<file path="src/rtl/ones_pattern_gen.sv">
// ones_pattern_gen: for a requested ones-count K, streams every WIDTH-bit
// value with exactly K bits set, in ascending order, one per accepted beat.
// Request and pattern sides both use valid/ready handshakes.
module ones_pattern_gen #(
    parameter int unsigned WIDTH = 8,
    parameter int unsigned CW    = 4
) (
    input  logic             clk,
    input  logic             rst,
    input  logic             req_valid,
    output logic             req_ready,
    input  logic [CW-1:0]    req_count,
    output logic             pat_valid,
    input  logic             pat_ready,
    output logic [WIDTH-1:0] pat_data,
    output logic             pat_last,
    output logic [WIDTH-1:0] pat_index,
    output logic             err
);

    localparam int unsigned XW  = WIDTH + 1;
    localparam int unsigned TZW = $clog2(XW);

    typedef enum logic {
        IDLE,
        EMIT
    } state_t;

    state_t            state;
    logic [CW-1:0]     kk;

    logic [XW-1:0]     x_ext;
    logic [XW-1:0]     low_bit;
    logic [XW-1:0]     ripple;
    logic [TZW-1:0]    tz;
    logic              tz_found;
    logic [WIDTH-1:0]  nxt_data;
    logic [WIDTH-1:0]  first_data;
    logic [WIDTH-1:0]  top_mask;
    logic              req_bad;

    // Next value with the same popcount, plus the first/last patterns for K.
    // Arithmetic runs one bit wider so the carry out of x + lowbit survives.
    always_comb begin
        x_ext    = {1'b0, pat_data};
        low_bit  = x_ext & (~x_ext + XW'(1));
        ripple   = x_ext + low_bit;
        tz       = '0;
        tz_found = 1'b0;
        for (int unsigned i = 0; i < XW; i++) begin
            if (x_ext[i] && !tz_found) begin
                tz       = TZW'(i);
                tz_found = 1'b1;
            end
        end
        nxt_data   = WIDTH'(ripple | (((x_ext ^ ripple) >> 2) >> tz));
        first_data = ~({WIDTH{1'b1}} << req_count);
        top_mask   = {WIDTH{1'b1}} << (CW'(WIDTH) - kk);
        req_bad    = (req_count > CW'(WIDTH));
    end

    // Control FSM with all handshake and data outputs registered.
    always_ff @(posedge clk or posedge rst) begin
        if (rst) begin
            state     <= IDLE;
            kk        <= '0;
            req_ready <= 1'b1;
            pat_valid <= 1'b0;
            pat_data  <= '0;
            pat_last  <= 1'b0;
            pat_index <= '0;
            err       <= 1'b0;
        end else begin
            err <= 1'b0;
            case (state)
                IDLE: begin
                    if (req_valid && req_ready) begin
                        if (req_bad) begin
                            err <= 1'b1;
                        end else begin
                            state     <= EMIT;
                            kk        <= req_count;
                            req_ready <= 1'b0;
                            pat_valid <= 1'b1;
                            pat_data  <= first_data;
                            pat_index <= '0;
                            pat_last  <= (req_count == '0) || (req_count == CW'(WIDTH));
                        end
                    end
                end
                EMIT: begin
                    if (pat_valid && pat_ready) begin
                        if (pat_last) begin
                            state     <= IDLE;
                            pat_valid <= 1'b0;
                            req_ready <= 1'b1;
                        end else begin
                            pat_data  <= nxt_data;
                            pat_index <= pat_index + WIDTH'(1);
                            pat_last  <= (nxt_data == top_mask);
                        end
                    end
                end
                default: begin
                    state     <= IDLE;
                    req_ready <= 1'b1;
                    pat_valid <= 1'b0;
                end
            endcase
        end
    end

endmodule

</file>
<file path="config.mk">
export PLATFORM = sky130hd
export DESIGN_NAME = ones_pattern_gen
export DESIGN_NICKNAME = d
export VERILOG_FILES = /design/src/rtl/ones_pattern_gen.sv
export SDC_FILE = /design/constraint.sdc
export NUM_CORES = 1
export LEC_CHECK = 0
export BUFFER_PORTS_ARGS = -buffer_cell sky130_fd_sc_hd__clkbuf_2
export CORE_ASPECT_RATIO = 1.4
export CORE_MARGIN = 1.5
export CORE_UTILIZATION = 52
export DETAILED_ROUTE_END_ITERATION = 6
export GPL_TIMING_DRIVEN = 0
export PLACE_DENSITY = 0.76
export SKIP_CTS_REPAIR_TIMING = 1
export SLEW_MARGIN = 20
export SYNTH_ARGS = -nofsm -noshare
export SYNTH_HDL_FRONTEND = slang
export SYNTH_SLANG_ARGS = --single-unit
</file>
<file path="constraint.sdc">
create_clock -name clk -period 2.5 [get_ports clk]
set_input_delay 0.125 -clock clk [delete_from_list [all_inputs] [get_ports clk]]
set_output_delay 0.125 -clock clk [all_outputs]
set_load 0.05 [all_outputs]
</file>
==> out/metrics.cfg <==
[timing]
holdWs_ns=0.151
fin_ws_ns=-0.143
rsz0062_at_grt=yes
setup_violations=1
clock_skew_ns=0.00370
final_max_slew_viol_count=0
slew_headroom_pct=40.5
hold_viol=0
tightest_slew_ns=0.886
period_minus_slack_ns=2.64
fin_crit_sh_pct=106
max_freq_ghz=0.378

[logic_synthesis]
postSynthAreaPerCell_sq_um=8.34
synth_seq_cells=25
async_reset_ff_share_pct=100
yosysTopAreaCellShare_pct=28.7
synth_area_leaders=dfrtp_1, o21ai_0, nand2_1, nor2_1, xor2_1
seq_area_frac_synth_pct=29.9
yosys_warnings=0
synth.most_common_cell=dfrtp_1
synth_area_sq_um=2090
synthTopCellsByCount=dfrtp_1, nand2_1, nor2_1, o21ai_0, nand3_1
synth_edf_count=0
syn-num-nets=264
yosys_most_used_dff=dfrtp_1
synth.distinct_cells=67
syn-instance-count=251
synth_largest_area_cell=dfrtp_1

[detailed_routing]
final_antenna_net_count=0
wl_per_cell_um=15.8
via_per_inst=6.09
routed_wl_mm=5.21
first_iter_violations=58
route.detailed.drc=0
dr.pass1.iters=4
vias=2009

[die]
initial_utilization_pct=53.9
core_area_sq_um=3880
row_count=27
die_area_sq_um=4420
die_y_um=78.1
dieWidth_um=56.6
ios=28

[setup_path]
r2r_setup_slack_ns=-0.14
crit_path_end_kind=register
crit_arrival_ns=2.84
critical_path_class=reg -> reg
critPathLaunchType=register
crit_path_max_fanout=7
critPathRequiredTime_ns=2.69

[layout]
num-nets-final=301
diodes=0
area_growth_pct=18.1
layout-drive-gt1-share_pct=27.9
fin_util_pct=63.6

[outcome]
status=finished, violations left
violations=setup timing

[clock_network]
numCtsBuffers=3
clk_latency_ns=0.27
path_clk_slew_ns=0.10
clock-sinks=25
htree_levels=1
clk_path_buf_depth=2
cts_tree=done
ctsRootBufferMaster=clkbuf_8

[global_routing]
gr-total-overflow=0
grtUsageMet2_pct=43.5
groute.usage.overall_pct=23.9
grtUsageMet1_pct=26.5
grt_pass1_wl_mm=8.46
antenna_found_initial=0
grt-busiest-layer=met2
grt_pass1_vias=1900
grt_max_degree=26
use_met3_pct=1.98

[placed_design]
gp_congestion=0.873
dp_hpwl_mm=3.99
place_ws_ns=-0.233
io_buffers=26

[worst_hold_path]
hold_path.class=in -> reg

[run]
max_cap_viol_count=0

## metrics by stage
stage / cell area [sq um] / TNS [ns] / std cells
6_report: 2470 / -0.143 / 330
2_1_floorplan: 2110 / -0.0819 / 251
5_1_grt: 2470 / -0.227 / 330
3_3_place_gp: 2300 / -0.236 / 320
3_5_place_dp: 2300 / -0.233 / 320
4_1_cts: 2350 / -0.267 / 324
## layout make-up
type	instances	area (sq um)
inverters	12	52.6
well taps	43	53.8
repair buffers	33	185
flip-flops and latches	25	633
clock inverters	1	8.76
clock buffers	3	41.3
plain buffers	14	101
multi-input cells	199	1400
fillers	329	1410
## flip-flops by register name (all words and copies together) (netlist names)
register,flops
pat_data,8
pat_index,8
kk,4
err,1
pat_last,1
pat_valid,1
req_ready,1
state,1
## metal layers
metal	wire length, um	vias up
li1	-	990
met1	2080	938
met2	2710	59
met3	174	22
met4	246	0
met5	0	-
## logic make-up after synthesis
| family | Yosys count | share of synthesized area, % |
|---|---|---|
| AND/OR/NAND/NOR | 102 | 27.3 |
| XOR/XNOR | 13 | 5.44 |
| buffers and inverters | 27 | 7.71 |
| flip-flops | 25 | 29.9 |
| AO/OA/AOI/OAI | 77 | 25.6 |
| multiplexers | 2 | 0.956 |
| adder cells (fa/ha/maj) | 5 | 2.99 |
## critical path, cell delays in order (launching register included)
cell and delay [ns]:
dfrtp_2 0.48, nor4_4 0.25, buf_4 0.18, nand4b_4 0.14, a221o_1 0.35, a31o_1 0.24, or4_4 0.56, o31ai_4 0.07
a21boi_2 0.09, a211oi_2 0.20
## cell usage in the layout (no fill, tap or decap), drive strengths merged, types with 2 or more instances in the layout
cell type,count
or2,2
o22ai,5
o221ai,2
nor2,24
nand2b,5
o21ai,26
buf,15
or4,3
xor2,8
and3,5
nor3,4
nand3,12
dfrtp,24
nand2,23
a21oi,11
a21o,2
mux2i,2
nand4,6
clkbuf,33
o21a,3
inv,12
xnor2,5
a2bb2oi,2
nand4b,2
a21boi,3
o211ai,4
ha,5
nor4,4
and2b,6
o41ai,2
a311o,2
and2,2
a211oi,3
## final timing paths
kind	startpoint	to	cells past startpoint
hold reg to reg	req_ready	req_ready	2
setup / recovery	pat_data[2]	pat_last	9
setup reg to reg	pat_data[2]	pat_last	9
hold / removal	pat_ready	pat_valid	3
min in group asynchronous	rst	pat_index[2]	3
max in group asynchronous	rst	pat_data[1]	3
Power is not shown: default switching activity piles up to over one toggle a cycle in this logic, so the estimate is an artifact.
